## config.mk

```make
export PLATFORM = sky130hd
export DESIGN_NAME = ex_muldiv
export DESIGN_NICKNAME = d
export VERILOG_FILES = /design/src/rtl/ex_muldiv.sv
export SDC_FILE = /design/constraint.sdc
export NUM_CORES = 1
export LEC_CHECK = 0
export BUFFER_PORTS_ARGS = -buffer_cell sky130_fd_sc_hd__buf_4
export CORE_MARGIN = 2
export CORE_UTILIZATION = 60
export CTS_CLUSTER_DIAMETER = 100
export DETAILED_ROUTE_END_ITERATION = 8
export GPL_TIMING_DRIVEN = 0
export PLACE_DENSITY_LB_ADDON = 0.25
export SLEW_MARGIN = 20
export SYNTH_ARGS = -nofsm -noshare
export SYNTH_HDL_FRONTEND = slang
export SYNTH_SLANG_ARGS = --single-unit
```

## constraint.sdc

```tcl
create_clock -name clk -period 5.42 [get_ports clk]
set_clock_uncertainty 0.15 [all_clocks]
set_input_delay 1.084 -clock clk [delete_from_list [all_inputs] [get_ports clk]]
set_output_delay 1.084 -clock clk [all_outputs]
set_load 0.05 [all_outputs]
```

## src/rtl/ex_muldiv.sv

```systemverilog
// ex_muldiv: iterative multiply/divide unit for the execute stage.
//
// Computes the 2*DATA_W-bit HI/LO result of MULT, MULTU, DIV and DIVU with one
// radix-2 step per clock. Signed operations run on operand magnitudes and the
// sign is applied in a final FIX cycle. While an operation is in flight the
// unit requests a pipeline stall; the result is then presented for one cycle
// on the HI/LO write port.
//
// Ports:
//   clk          rising-edge clock
//   rst          asynchronous active-low reset
//   start_i      launch request, sampled only while idle
//   op_i         00 MULT, 01 MULTU, 10 DIV, 11 DIVU
//   opa_i        rs operand (multiplicand / dividend)
//   opb_i        rt operand (multiplier / divisor)
//   cancel_i     flush; aborts any operation, wins over start_i
//   stall_o      pipeline stall request (combinational)
//   res_valid_o  one-cycle pulse: hi_o/lo_o carry a new result
//   hi_o         product high half / remainder
//   lo_o         product low half / quotient
//   dbz_o        qualifies res_valid_o: divide with a zero divisor

module ex_muldiv #(
    parameter int unsigned DATA_W = 32,
    parameter int unsigned CNT_W  = $clog2(DATA_W + 1)
) (
    input  logic              clk,
    input  logic              rst,
    input  logic              start_i,
    input  logic [1:0]        op_i,
    input  logic [DATA_W-1:0] opa_i,
    input  logic [DATA_W-1:0] opb_i,
    input  logic              cancel_i,
    output logic              stall_o,
    output logic              res_valid_o,
    output logic [DATA_W-1:0] hi_o,
    output logic [DATA_W-1:0] lo_o,
    output logic              dbz_o
);

    localparam logic [1:0] ST_IDLE = 2'd0;
    localparam logic [1:0] ST_RUN  = 2'd1;
    localparam logic [1:0] ST_FIX  = 2'd2;

    // Counter value seen on the edge that performs the final iteration.
    localparam logic [CNT_W-1:0] CNT_LAST = CNT_W'(DATA_W - 1);

    // ------------------------------------------------------------------
    // State
    // ------------------------------------------------------------------
    logic [1:0]          state_q, state_d;
    logic [CNT_W-1:0]    cnt_q, cnt_d;
    // Multiply: running partial product. Divide: {remainder, quotient}.
    logic [2*DATA_W-1:0] acc_q, acc_d;
    // Multiply: multiplier, shifted right. Divide: dividend, shifted left.
    logic [DATA_W-1:0]   sh_q, sh_d;
    logic [DATA_W-1:0]   a_q, a_d;        // multiplicand magnitude
    logic [DATA_W-1:0]   b_q, b_d;        // divisor magnitude
    logic                is_div_q, is_div_d;
    logic                neg_res_q, neg_res_d;  // negate product / quotient
    logic                neg_rem_q, neg_rem_d;  // negate remainder
    logic [DATA_W-1:0]   hi_q, hi_d;
    logic [DATA_W-1:0]   lo_q, lo_d;
    logic                dbz_q, dbz_d;
    logic                res_valid_q, res_valid_d;

    // ------------------------------------------------------------------
    // Launch-side decode
    // ------------------------------------------------------------------
    logic              op_signed;
    logic              op_div;
    logic              opa_neg;
    logic              opb_neg;
    logic [DATA_W-1:0] opa_mag;
    logic [DATA_W-1:0] opb_mag;
    logic              div_by_zero;

    always_comb begin
        op_signed   = ~op_i[0];
        op_div      = op_i[1];
        opa_neg     = op_signed & opa_i[DATA_W-1];
        opb_neg     = op_signed & opb_i[DATA_W-1];
        // The most-negative value maps onto itself, which is the correct
        // unsigned magnitude 2^(DATA_W-1).
        opa_mag     = opa_neg ? -opa_i : opa_i;
        opb_mag     = opb_neg ? -opb_i : opb_i;
        div_by_zero = op_div & (opb_i == '0);
    end

    // ------------------------------------------------------------------
    // Iteration datapath
    // ------------------------------------------------------------------
    logic [DATA_W:0]     mul_sum;
    logic [2*DATA_W-1:0] mul_next;
    logic [DATA_W:0]     rem_sh;
    logic [DATA_W:0]     div_diff;
    logic                div_ge;
    logic [2*DATA_W-1:0] div_next;

    always_comb begin
        // Shift-add: add the multiplicand into the upper half when the
        // current multiplier bit is set, then shift the whole product right
        // one place. The carry out of the add becomes the new top bit.
        mul_sum  = {1'b0, acc_q[2*DATA_W-1:DATA_W]} + (sh_q[0] ? {1'b0, a_q} : '0);
        mul_next = {mul_sum, acc_q[DATA_W-1:1]};

        // Restoring division: bring the next dividend bit into the partial
        // remainder and subtract the divisor. The partial remainder is always
        // below the divisor, so DATA_W+1 bits hold the shifted value and the
        // top bit of the difference is a clean borrow flag.
        rem_sh   = {acc_q[2*DATA_W-1:DATA_W], sh_q[DATA_W-1]};
        div_diff = rem_sh - {1'b0, b_q};
        div_ge   = ~div_diff[DATA_W];
        div_next = {div_ge ? div_diff[DATA_W-1:0] : rem_sh[DATA_W-1:0],
                    acc_q[DATA_W-2:0], div_ge};
    end

    // ------------------------------------------------------------------
    // Sign correction
    // ------------------------------------------------------------------
    logic [2*DATA_W-1:0] prod_fix;
    logic [DATA_W-1:0]   quo_raw;
    logic [DATA_W-1:0]   rem_raw;
    logic [DATA_W-1:0]   quo_fix;
    logic [DATA_W-1:0]   rem_fix;

    always_comb begin
        quo_raw  = acc_q[DATA_W-1:0];
        rem_raw  = acc_q[2*DATA_W-1:DATA_W];
        prod_fix = neg_res_q ? -acc_q : acc_q;
        // most-negative / -1 yields magnitude 2^(DATA_W-1) with no negation,
        // which is already the wrapped result.
        quo_fix  = neg_res_q ? -quo_raw : quo_raw;
        rem_fix  = neg_rem_q ? -rem_raw : rem_raw;
    end

    // ------------------------------------------------------------------
    // Next-state logic
    // ------------------------------------------------------------------
    always_comb begin
        state_d     = state_q;
        cnt_d       = cnt_q;
        acc_d       = acc_q;
        sh_d        = sh_q;
        a_d         = a_q;
        b_d         = b_q;
        is_div_d    = is_div_q;
        neg_res_d   = neg_res_q;
        neg_rem_d   = neg_rem_q;
        hi_d        = hi_q;
        lo_d        = lo_q;
        dbz_d       = dbz_q;
        res_valid_d = 1'b0;

        if (cancel_i) begin
            // Flush: drop the operation, keep the last presented result.
            state_d = ST_IDLE;
        end else begin
            case (state_q)
                ST_IDLE: begin
                    if (start_i) begin
                        if (div_by_zero) begin
                            // Answered immediately without iterating.
                            hi_d        = opa_i;
                            lo_d        = '1;
                            dbz_d       = 1'b1;
                            res_valid_d = 1'b1;
                        end else begin
                            state_d   = ST_RUN;
                            a_d       = opa_mag;
                            b_d       = opb_mag;
                            sh_d      = op_div ? opa_mag : opb_mag;
                            is_div_d  = op_div;
                            neg_res_d = opa_neg ^ opb_neg;
                            neg_rem_d = op_div & opa_neg;
                            cnt_d     = '0;
                            acc_d     = '0;
                        end
                    end
                end

                ST_RUN: begin
                    if (is_div_q) begin
                        acc_d = div_next;
                        sh_d  = sh_q << 1;
                    end else begin
                        acc_d = mul_next;
                        sh_d  = sh_q >> 1;
                    end
                    cnt_d = cnt_q + CNT_W'(1);
                    if (cnt_q == CNT_LAST) begin
                        state_d = ST_FIX;
                    end
                end

                ST_FIX: begin
                    if (is_div_q) begin
                        hi_d = rem_fix;
                        lo_d = quo_fix;
                    end else begin
                        hi_d = prod_fix[2*DATA_W-1:DATA_W];
                        lo_d = prod_fix[DATA_W-1:0];
                    end
                    dbz_d       = 1'b0;
                    res_valid_d = 1'b1;
                    state_d     = ST_IDLE;
                end

                default: begin
                    state_d = ST_IDLE;
                end
            endcase
        end
    end

    // ------------------------------------------------------------------
    // Registers
    // ------------------------------------------------------------------
    always_ff @(posedge clk or negedge rst) begin
        if (!rst) begin
            state_q     <= ST_IDLE;
            cnt_q       <= '0;
            acc_q       <= '0;
            sh_q        <= '0;
            a_q         <= '0;
            b_q         <= '0;
            is_div_q    <= 1'b0;
            neg_res_q   <= 1'b0;
            neg_rem_q   <= 1'b0;
            hi_q        <= '0;
            lo_q        <= '0;
            dbz_q       <= 1'b0;
            res_valid_q <= 1'b0;
        end else begin
            state_q     <= state_d;
            cnt_q       <= cnt_d;
            acc_q       <= acc_d;
            sh_q        <= sh_d;
            a_q         <= a_d;
            b_q         <= b_d;
            is_div_q    <= is_div_d;
            neg_res_q   <= neg_res_d;
            neg_rem_q   <= neg_rem_d;
            hi_q        <= hi_d;
            lo_q        <= lo_d;
            dbz_q       <= dbz_d;
            res_valid_q <= res_valid_d;
        end
    end

    // ------------------------------------------------------------------
    // Outputs
    // ------------------------------------------------------------------
    // The stall is raised in the request cycle itself so the stage holds
    // while the operation is accepted, and drops while the result is shown.
    always_comb begin
        stall_o = ((state_q == ST_IDLE) & start_i & ~cancel_i)
                | (state_q == ST_RUN)
                | (state_q == ST_FIX);
    end

    assign res_valid_o = res_valid_q;
    assign hi_o        = hi_q;
    assign lo_o        = lo_q;
    assign dbz_o       = dbz_q;

endmodule

```

==> impl_metrics.prom, run 1 <==
# TYPE chip_impl_metric gauge
chip_impl_info{name="status",value="complete, no violations"} 1
chip_impl_info{name="critPathLaunchType",value="register"} 1
chip_impl_metric{name="irDropWorstVdd",unit="V"} 0.000304
chip_impl_metric{name="synthDistinctLibCells",unit=""} 71
chip_impl_metric{name="worstPathArrival",unit="ns"} 5.58
chip_impl_metric{name="drt_pre_antenna_iters",unit=""} 9
chip_impl_metric{name="grt_overflow",unit=""} 0
chip_impl_metric{name="syn_to_final_growth",unit="%"} 14.0
chip_impl_info{name="cp_slowest_cell",value="sky130_fd_sc_hd__xnor2_1"} 1
chip_impl_metric{name="power.share.clock",unit=""} 0.209
chip_impl_metric{name="place.gp.congestion",unit=""} 1.01
chip_impl_metric{name="cts.htree.levels",unit=""} 1
chip_impl_info{name="critical-path-top-cell-by-count",value="sky130_fd_sc_hd__o31ai_1"} 1
chip_impl_metric{name="power_switching_share",unit=""} 0.458
chip_impl_metric{name="dpl_worst_slack",unit="ns"} 0.403
chip_impl_metric{name="place_inst",unit=""} 2594
chip_impl_metric{name="clock_buffers_created_by_tritoncts",unit=""} 27
chip_impl_metric{name="antenna_found_initial",unit=""} 0
chip_impl_metric{name="bufs_on_longest_clock_path",unit=""} 3
chip_impl_metric{name="p_leak",unit="nW"} 9.01
chip_impl_metric{name="clkSlewWorstSetupHoldPaths",unit="ns"} 0.07
chip_impl_metric{name="worst-slew-pin-transition",unit="ns"} 1.09
chip_impl_metric{name="max_slew_headroom_at_the_worst_pin",unit=""} 0.271
chip_impl_metric{name="groute.usage.overall",unit=""} 0.411
chip_impl_metric{name="grt_start_max_net_pins",unit=""} 95
chip_impl_metric{name="post-route-min-period",unit="ns"} 5.28
chip_impl_info{name="dominantRegCellSynth",value="sky130_fd_sc_hd__dfrtp_1"} 1
chip_impl_metric{name="post-route-period-util",unit=""} 0.973
chip_impl_metric{name="synthesis.nets",unit=""} 2215
chip_impl_metric{name="slowest_delay",unit="ns"} 0.90
chip_impl_info{name="crit_family",value="compound AO/OA/AOI/OAI gates"} 1
chip_impl_info{name="layout.cells.most_common",value="sky130_fd_sc_hd__nand2_1"} 1
chip_impl_metric{name="post_synth_inst_count",unit=""} 2074
chip_impl_metric{name="drt_first_iter_violations",unit=""} 2143
chip_impl_metric{name="clk-insertion-delay-late",unit="ns"} 0.57
chip_impl_metric{name="finalSetupViolCount",unit=""} 0
chip_impl_metric{name="detailed_place.area",unit="mm²"} 0.0189
chip_impl_metric{name="yosys.area_share.simple",unit=""} 0.170
chip_impl_metric{name="power_report.internal_total",unit="mW"} 4.79
chip_impl_metric{name="postLayoutSetupSlackWorst",unit="ns"} 0.144
chip_impl_metric{name="synth_edf_count",unit=""} 0
chip_impl_metric{name="synth.mux.area_fraction",unit=""} 0.0735
chip_impl_metric{name="power.density_cell_area",unit="mW/mm²"} 447
chip_impl_metric{name="dieHeight",unit="µm"} 174
chip_impl_metric{name="drive_above_1_share",unit=""} 0.108
chip_impl_metric{name="routed_wire_length_per_instance",unit="µm"} 24.1
chip_impl_metric{name="final_nets",unit=""} 2380
chip_impl_metric{name="synth_seq_cells",unit=""} 237
chip_impl_metric{name="drt-vias-per-instance",unit=""} 6.63
chip_impl_metric{name="instances_no_fill",unit=""} 2645
chip_impl_metric{name="die_area",unit="mm²"} 0.0302
chip_impl_metric{name="synth.cell_area",unit="mm²"} 0.0173
chip_impl_metric{name="dp.final_hpwl",unit="µm"} 49600
chip_impl_metric{name="final-hold-violation-count",unit=""} 0
chip_impl_info{name="most-common-layout-cells",value="sky130_fd_sc_hd__nand2_1 (254), sky130_fd_sc_hd__dfrtp_1 (237), sky130_fd_sc_hd__o21ai_0 (202)"} 1
chip_impl_metric{name="fmax",unit="MHz"} 190
chip_impl_metric{name="post_cts.resized_instances",unit=""} 0
chip_impl_metric{name="finalSetupTns",unit="ns"} 0
chip_impl_info{name="grt_setup_unrepaired",value="no"} 1
chip_impl_metric{name="cap_viol_max_count",unit=""} 0
chip_impl_metric{name="number_of_sinks_handled_by_clock_tree_synthesis",unit=""} 237
chip_impl_metric{name="timing.critical_path.required",unit="ns"} 5.73
chip_impl_metric{name="number_of_global_route_vias_before_repair",unit=""} 16501
chip_impl_metric{name="io_pins",unit=""} 137
chip_impl_metric{name="wire_length_of_the_first_global_routing_pass",unit="µm"} 95500
chip_impl_metric{name="floorplan.initialDensity",unit=""} 0.607
chip_impl_metric{name="asyncSetResetFlopFracSynth",unit=""} 1.00
chip_impl_info{name="synth_top_family_by_area",value="compound AO/OA/AOI/OAI gates"} 1
chip_impl_metric{name="synth_compound_area_frac",unit=""} 0.224
chip_impl_metric{name="cts_hold_buf",unit=""} 0
chip_impl_info{name="worstSetupEndpointType",value="register"} 1
chip_impl_metric{name="cts_setup_buffers",unit=""} 0
chip_impl_metric{name="port_buffers",unit=""} 134
chip_impl_metric{name="die_w",unit="µm"} 174
chip_impl_metric{name="via_count",unit=""} 17531
chip_impl_metric{name="total_routed_wirelength",unit="µm"} 63700
chip_impl_metric{name="xor_xnor_share_of_the_synthesized_area",unit=""} 0.0900
chip_impl_info{name="worst-setup-path-type",value="reg2reg"} 1
chip_impl_info{name="cts_root_buf",value="sky130_fd_sc_hd__clkbuf_16"} 1
chip_impl_info{name="cts_tree",value="built"} 1
chip_impl_info{name="worstPathCellList",value="inv_1 -> fa_1 -> nor2b_1 -> o31ai_1 -> a211oi_1 -> nor3_1 -> o31ai_1 -> a31oi_1 -> xnor2_1 -> clkbuf_1 -> nand3_1 -> a32o_1"} 1
chip_impl_metric{name="detail_route.drc_violations",unit=""} 0
chip_impl_metric{name="drtAntennaViolNets",unit=""} 0
chip_impl_metric{name="stdcell_area",unit="mm²"} 0.0198
chip_impl_metric{name="total_switching_power",unit="mW"} 4.04
chip_impl_metric{name="yosysSeqAreaShare",unit=""} 0.342
chip_impl_metric{name="share_seq_of_total_power",unit=""} 0.282
chip_impl_metric{name="critical_path.max_fanout",unit=""} 10
chip_impl_metric{name="timing.critical_path.buf_inv",unit=""} 2
chip_impl_metric{name="synth_fa_ha_area_frac",unit=""} 0.0521
chip_impl_metric{name="avgSynthCellArea",unit="µm²"} 8.35
chip_impl_metric{name="slew_viol_final",unit=""} 0
chip_impl_metric{name="comb_power_share",unit=""} 0.509
chip_impl_metric{name="floorplan.rows",unit=""} 62
chip_impl_metric{name="floorplan.core_area",unit="mm²"} 0.0285
chip_impl_info{name="hp-class",value="in2async"} 1
chip_impl_metric{name="synth-warning-count",unit=""} 0
-- power by group through the flow --
| stage | clock [mW] | combinational (mW) | sequential (mW) |
|---|---|---|---|
| detailed placement | 0 | 4.34 | 2.49 |
| floorplan | 0 | 3.18 | 2.35 |
| CTS | 1.83 | 4.37 | 2.46 |
| finish | 1.85 | 4.49 | 2.48 |
| global placement | 0 | 4.26 | 2.48 |
| global route | 1.91 | 4.86 | 2.50 |
-- final timing paths --
| kind | slack [ns] | start | depth (start not counted) | to |
|---|---|---|---|---|
| setup / recovery | 0.14 | acc_q[32]$_DFFE_PN0P_ | 12 | acc_q[63]$_DFFE_PN0P_ |
| hold / removal | 0.26 | rst | 1 | acc_q[41]$_DFFE_PN0P_ |
| setup reg to reg | 0.14 | acc_q[32]$_DFFE_PN0P_ | 12 | acc_q[63]$_DFFE_PN0P_ |
| hold reg to reg | 0.33 | b_q[29]$_DFFE_PN0P_ | 2 | b_q[29]$_DFFE_PN0P_ |
| max in group asynchronous | 3.53 | rst | 3 | acc_q[7]$_DFFE_PN0P_ |
| min in group clk | 0.33 | b_q[29]$_DFFE_PN0P_ | 2 | b_q[29]$_DFFE_PN0P_ |
-- registers in the layout, summed over array words and instances, names as in the netlist, 2 cells and up --
name     cells
state_q      2
acc_q       64
cnt_q        6
hi_o        32
sh_q        32
lo_o        32
b_q         32
a_q         32
-- metrics by stage --
stage | utilization | hold slack, ns | power [mW]
2_1_floorplan | - | 0.291 | 5.53
3_3_place_gp | 0.659 | 0.306 | 6.74
3_5_place_dp | 0.661 | 0.314 | 6.83
4_1_cts | 0.692 | 0.294 | 8.66
5_1_grt | 0.692 | 0.313 | 9.26
6_report | 0.692 | 0.264 | 8.83
-- area by class of cell --
cell class	instances	area, µm²
fillers	2416	8790
diodes	1	2.50
plain buffers	127	601
multi-input cells	1647	10600
clock buffers	33	728
repair buffers	136	1070
well taps	384	480
flip-flops and latches	237	5930
clock inverters	17	153
inverters	63	236
-- routing by layer --
metal,GRT usage,routed length [µm],vias to the layer above
li1,-,-,7772
met4,0.175,3180,0
met1,0.557,25400,8448
met3,0.101,7440,215
met5,0,0,-
met2,0.630,27700,1096
-- logic make-up after synthesis --
logic type	Yosys count
muxes	126
buffers and inverters	190
DFF	237
adders and majority gates	71
xor gates and xnor gates	178
and+or+nand+nor	632
AOI/OAI and AO/OA	640
-- worst register-to-register path: stages, from the launching register on --
cell and delay, ns:
sky130_fd_sc_hd__dfrtp_1 0.53, sky130_fd_sc_hd__inv_1 0.20, sky130_fd_sc_hd__fa_1 0.50, sky130_fd_sc_hd__nor2b_1 0.21, sky130_fd_sc_hd__o31ai_1 0.14, sky130_fd_sc_hd__a211oi_1 0.36
sky130_fd_sc_hd__nor3_1 0.18, sky130_fd_sc_hd__o31ai_1 0.50, sky130_fd_sc_hd__a31oi_1 0.27, sky130_fd_sc_hd__xnor2_1 0.90, sky130_fd_sc_hd__clkbuf_1 0.70, sky130_fd_sc_hd__nand3_1 0.21
sky130_fd_sc_hd__a32o_1 0.31
-- cells in the mapped netlist (6+ instances only) --
master | n | share of area
sky130_fd_sc_hd__a211o_1 | 7 | 0.0035
sky130_fd_sc_hd__a211oi_1 | 18 | 0.0078
sky130_fd_sc_hd__a21boi_0 | 7 | 0.0030
sky130_fd_sc_hd__a21o_1 | 26 | 0.011
sky130_fd_sc_hd__a21oi_1 | 163 | 0.047
sky130_fd_sc_hd__a22oi_1 | 27 | 0.012
sky130_fd_sc_hd__a31oi_1 | 23 | 0.0083
sky130_fd_sc_hd__and2_1 | 42 | 0.015
sky130_fd_sc_hd__and3_1 | 9 | 0.0033
sky130_fd_sc_hd__buf_1 | 7 | 0.0015
sky130_fd_sc_hd__buf_2 | 21 | 0.0061
sky130_fd_sc_hd__buf_6 | 7 | 0.0046
sky130_fd_sc_hd__clkbuf_1 | 82 | 0.018
sky130_fd_sc_hd__dfrtp_1 | 237 | 0.34
sky130_fd_sc_hd__ha_1 | 69 | 0.050
sky130_fd_sc_hd__inv_1 | 62 | 0.013
sky130_fd_sc_hd__mux2_2 | 7 | 0.0046
sky130_fd_sc_hd__mux2i_1 | 117 | 0.068
sky130_fd_sc_hd__nand2_1 | 254 | 0.055
sky130_fd_sc_hd__nand2b_1 | 18 | 0.0065
sky130_fd_sc_hd__nand3_1 | 23 | 0.0066
sky130_fd_sc_hd__nand4_1 | 14 | 0.0051
sky130_fd_sc_hd__nor2_1 | 139 | 0.030
sky130_fd_sc_hd__nor2b_1 | 11 | 0.0040
sky130_fd_sc_hd__nor3_1 | 47 | 0.014
sky130_fd_sc_hd__nor3b_1 | 6 | 0.0026
sky130_fd_sc_hd__nor4_1 | 23 | 0.0083
sky130_fd_sc_hd__o211ai_1 | 16 | 0.0069
sky130_fd_sc_hd__o21a_1 | 8 | 0.0035
sky130_fd_sc_hd__o21ai_0 | 202 | 0.058
sky130_fd_sc_hd__o21ai_1 | 24 | 0.0069
sky130_fd_sc_hd__o22ai_1 | 6 | 0.0022
sky130_fd_sc_hd__o31ai_1 | 60 | 0.026
sky130_fd_sc_hd__o41ai_1 | 9 | 0.0046
sky130_fd_sc_hd__or2_2 | 9 | 0.0033
sky130_fd_sc_hd__or3_1 | 15 | 0.0054
sky130_fd_sc_hd__or4_1 | 12 | 0.0052
sky130_fd_sc_hd__xnor2_1 | 86 | 0.043
sky130_fd_sc_hd__xor2_1 | 92 | 0.047
Power figures use the tool's default switching activity.
==> run 2, diff against run 1 <==
- MAX_ROUTING_LAYER: default -> met4
==> impl_metrics.prom, run 2 (synthesis gave the netlist of run 1 again) <==
# TYPE chip_impl_metric gauge
chip_impl_info{name="status",value="complete, no violations"} 1
chip_impl_info{name="worst-setup-path-type",value="reg2reg"} 1
chip_impl_metric{name="p_leak",unit="nW"} 9.06
chip_impl_info{name="most-common-layout-cells",value="sky130_fd_sc_hd__nand2_1 (254), sky130_fd_sc_hd__dfrtp_1 (237), sky130_fd_sc_hd__o21ai_0 (202)"} 1
chip_impl_metric{name="number_of_global_route_vias_before_repair",unit=""} 16561
chip_impl_metric{name="cap_viol_max_count",unit=""} 0
chip_impl_metric{name="power.density_cell_area",unit="mW/mm²"} 453
chip_impl_metric{name="share_seq_of_total_power",unit=""} 0.278
chip_impl_metric{name="critical_path.max_fanout",unit=""} 10
chip_impl_info{name="layout.cells.most_common",value="sky130_fd_sc_hd__nand2_1"} 1
chip_impl_metric{name="grt_start_max_net_pins",unit=""} 97
chip_impl_metric{name="post-route-period-util",unit=""} 0.924
chip_impl_metric{name="number_of_sinks_handled_by_clock_tree_synthesis",unit=""} 237
chip_impl_info{name="grt_setup_unrepaired",value="no"} 1
chip_impl_metric{name="dieHeight",unit="µm"} 174
chip_impl_metric{name="floorplan.rows",unit=""} 62
chip_impl_metric{name="die_area",unit="mm²"} 0.0302
chip_impl_metric{name="largest_register_ff_count",unit=""} 64
chip_impl_metric{name="total_switching_power",unit="mW"} 4.02
chip_impl_metric{name="floorplan.initialDensity",unit=""} 0.607
chip_impl_metric{name="wire_length_of_the_first_global_routing_pass",unit="µm"} 96700
chip_impl_metric{name="final-hold-violation-count",unit=""} 0
chip_impl_metric{name="grt_overflow",unit=""} 0
chip_impl_metric{name="cts_setup_buffers",unit=""} 0
chip_impl_info{name="max_flop_register",value="acc_q"} 1
chip_impl_metric{name="slew_viol_final",unit=""} 0
chip_impl_metric{name="area_of_the_multi_input_gates",unit="mm²"} 0.0106
chip_impl_metric{name="power_report.internal_total",unit="mW"} 4.95
chip_impl_metric{name="finalSetupViolCount",unit=""} 0
chip_impl_metric{name="worst_hold_slack",unit="ns"} 0.277
chip_impl_metric{name="drive_above_1_share",unit=""} 0.108
chip_impl_metric{name="worstPathArrival",unit="ns"} 5.27
chip_impl_info{name="worstSetupEndpointType",value="register"} 1
chip_impl_info{name="cts_root_buf",value="sky130_fd_sc_hd__clkbuf_16"} 1
chip_impl_metric{name="bufs_on_longest_clock_path",unit=""} 3
chip_impl_metric{name="timing.critical_path.required",unit="ns"} 5.68
chip_impl_info{name="worstReg2RegStart",value="acc_q[32]$_DFFE_PN0P_"} 1
chip_impl_metric{name="comb_power_share",unit=""} 0.501
chip_impl_metric{name="place.gp.congestion",unit=""} 1.07
chip_impl_metric{name="post-route-min-period",unit="ns"} 5.01
chip_impl_metric{name="clkSlewWorstSetupHoldPaths",unit="ns"} 0.06
chip_impl_metric{name="via_count",unit=""} 17520
chip_impl_metric{name="floorplan.core_area",unit="mm²"} 0.0285
chip_impl_metric{name="fillerInstances",unit=""} 2361
chip_impl_info{name="timing.critical_path.from",value="acc_q[32]$_DFFE_PN0P_"} 1
chip_impl_metric{name="detail_route.drc_violations",unit=""} 0
chip_impl_metric{name="io_pins",unit=""} 137
chip_impl_metric{name="worst-slew-pin-transition",unit="ns"} 1.11
chip_impl_info{name="hp-class",value="in2async"} 1
chip_impl_info{name="critPathLaunchType",value="register"} 1
chip_impl_metric{name="clk-insertion-delay-late",unit="ns"} 0.55
chip_impl_metric{name="power_switching_share",unit=""} 0.448
chip_impl_metric{name="drtAntennaViolNets",unit=""} 0
chip_impl_metric{name="fmax",unit="MHz"} 200
chip_impl_metric{name="clock_buffers_created_by_tritoncts",unit=""} 27
chip_impl_metric{name="drt_pre_antenna_iters",unit=""} 5
chip_impl_metric{name="drt_first_iter_violations",unit=""} 2246
chip_impl_metric{name="max_slew_headroom_at_the_worst_pin",unit=""} 0.251
chip_impl_metric{name="cts.htree.levels",unit=""} 1
chip_impl_metric{name="power.share.clock",unit=""} 0.221
chip_impl_metric{name="irDropWorstVdd",unit="V"} 0.000251
chip_impl_metric{name="syn_to_final_growth",unit="%"} 14.5
chip_impl_metric{name="drt-vias-per-instance",unit=""} 6.62
chip_impl_metric{name="groute.usage.overall",unit=""} 0.429
chip_impl_metric{name="port_buffers",unit=""} 134
chip_impl_info{name="cts_tree",value="built"} 1
chip_impl_metric{name="p_total",unit="mW"} 8.97
chip_impl_metric{name="dp.final_hpwl",unit="µm"} 49800
chip_impl_metric{name="antenna_found_initial",unit=""} 1
chip_impl_metric{name="final_nets",unit=""} 2380
chip_impl_metric{name="die_w",unit="µm"} 174
chip_impl_metric{name="sequential_cell_area",unit="mm²"} 0.00593
chip_impl_metric{name="routed_wire_length_per_instance",unit="µm"} 24.4
chip_impl_metric{name="total_routed_wirelength",unit="µm"} 64500
chip_impl_metric{name="finalSetupTns",unit="ns"} 0
-- run 2: cell count changes in the layout (fill, tap and decap cells not counted), sizes merged --
cell      change
bufinv        +3
clkbuf        +4
clkinv        -2
clkinvlp      -4
diode         +1
inv           -1
-- run 2: final timing paths --
path / cells after the start / end / slack, ns
worst max-delay path: 12 / acc_q[56]$_DFFE_PN0P_ / 0.41
worst min-delay path: 1 / acc_q[40]$_DFFE_PN0P_ / 0.28
worst max register to register: 12 / acc_q[56]$_DFFE_PN0P_ / 0.41
worst min register to register: 2 / a_q[19]$_DFFE_PN0P_ / 0.32
max in group asynchronous: 3 / acc_q[7]$_DFFE_PN0P_ / 3.51
min in group clk: 2 / a_q[19]$_DFFE_PN0P_ / 0.32
-- run 2: area by class of cell --
class	instances	share of cell area
diodes	2	0.000252
plain buffers	127	0.0303
clock buffers	37	0.0385
clock inverters	13	0.00909
inverters	63	0.0119
multi-input cells	1647	0.533
flip-flops and latches	237	0.299
well taps	384	0.0242
repair buffers	136	0.0539
-- run 2: power by group through the flow --
stage / Sequential, mW / Clock, mW / Combinational (mW)
floorplan: 2.35 / 0 / 3.18
global placement: 2.49 / 0 / 4.25
detailed placement: 2.50 / 0 / 4.33
CTS: 2.47 / 1.97 / 4.37
global route: 2.51 / 2.04 / 4.87
finish: 2.49 / 1.98 / 4.50
-- run 2: layer usage --
layer / part of all wire / global-route usage / vias up
met5: 0 / - / -
li1: - / - / 7769
met2: 0.42 / 0.615 / 1116
met1: 0.40 / 0.566 / 8376
met3: 0.12 / 0.111 / 259
met4: 0.059 / 0.209 / 0
-- run 2: timing repair --
action,4_1_cts,5_1_grt
setup endpoints to repair,0,1
hold buffers,0,0
resized for setup,0,1
-- run 2: critical path, cell delays in order, from the launching register on --
cell and delay, ns:
sky130_fd_sc_hd__dfrtp_1 0.58, sky130_fd_sc_hd__inv_1 0.23, sky130_fd_sc_hd__fa_1 0.50, sky130_fd_sc_hd__nor2b_1 0.19
sky130_fd_sc_hd__o31ai_1 0.14, sky130_fd_sc_hd__a211oi_1 0.35, sky130_fd_sc_hd__nor3_1 0.18, sky130_fd_sc_hd__o31ai_1 0.55
sky130_fd_sc_hd__a31oi_1 0.28, sky130_fd_sc_hd__xnor2_2 0.53, sky130_fd_sc_hd__clkbuf_1 0.67, sky130_fd_sc_hd__mux2i_1 0.37
sky130_fd_sc_hd__o211ai_1 0.13
-- run 2: metrics by stage --
stage	std cells	area [µm²]	utilization	setup slack, ns
after floorplan	2074	17300	-	1.41
after global placement	2592	18800	0.659	0.423
after detailed placement	2594	18900	0.661	0.444
after CTS	2644	19800	0.694	0.366
after global routing	2646	19800	0.695	0.263
final	2646	19800	0.695	0.413
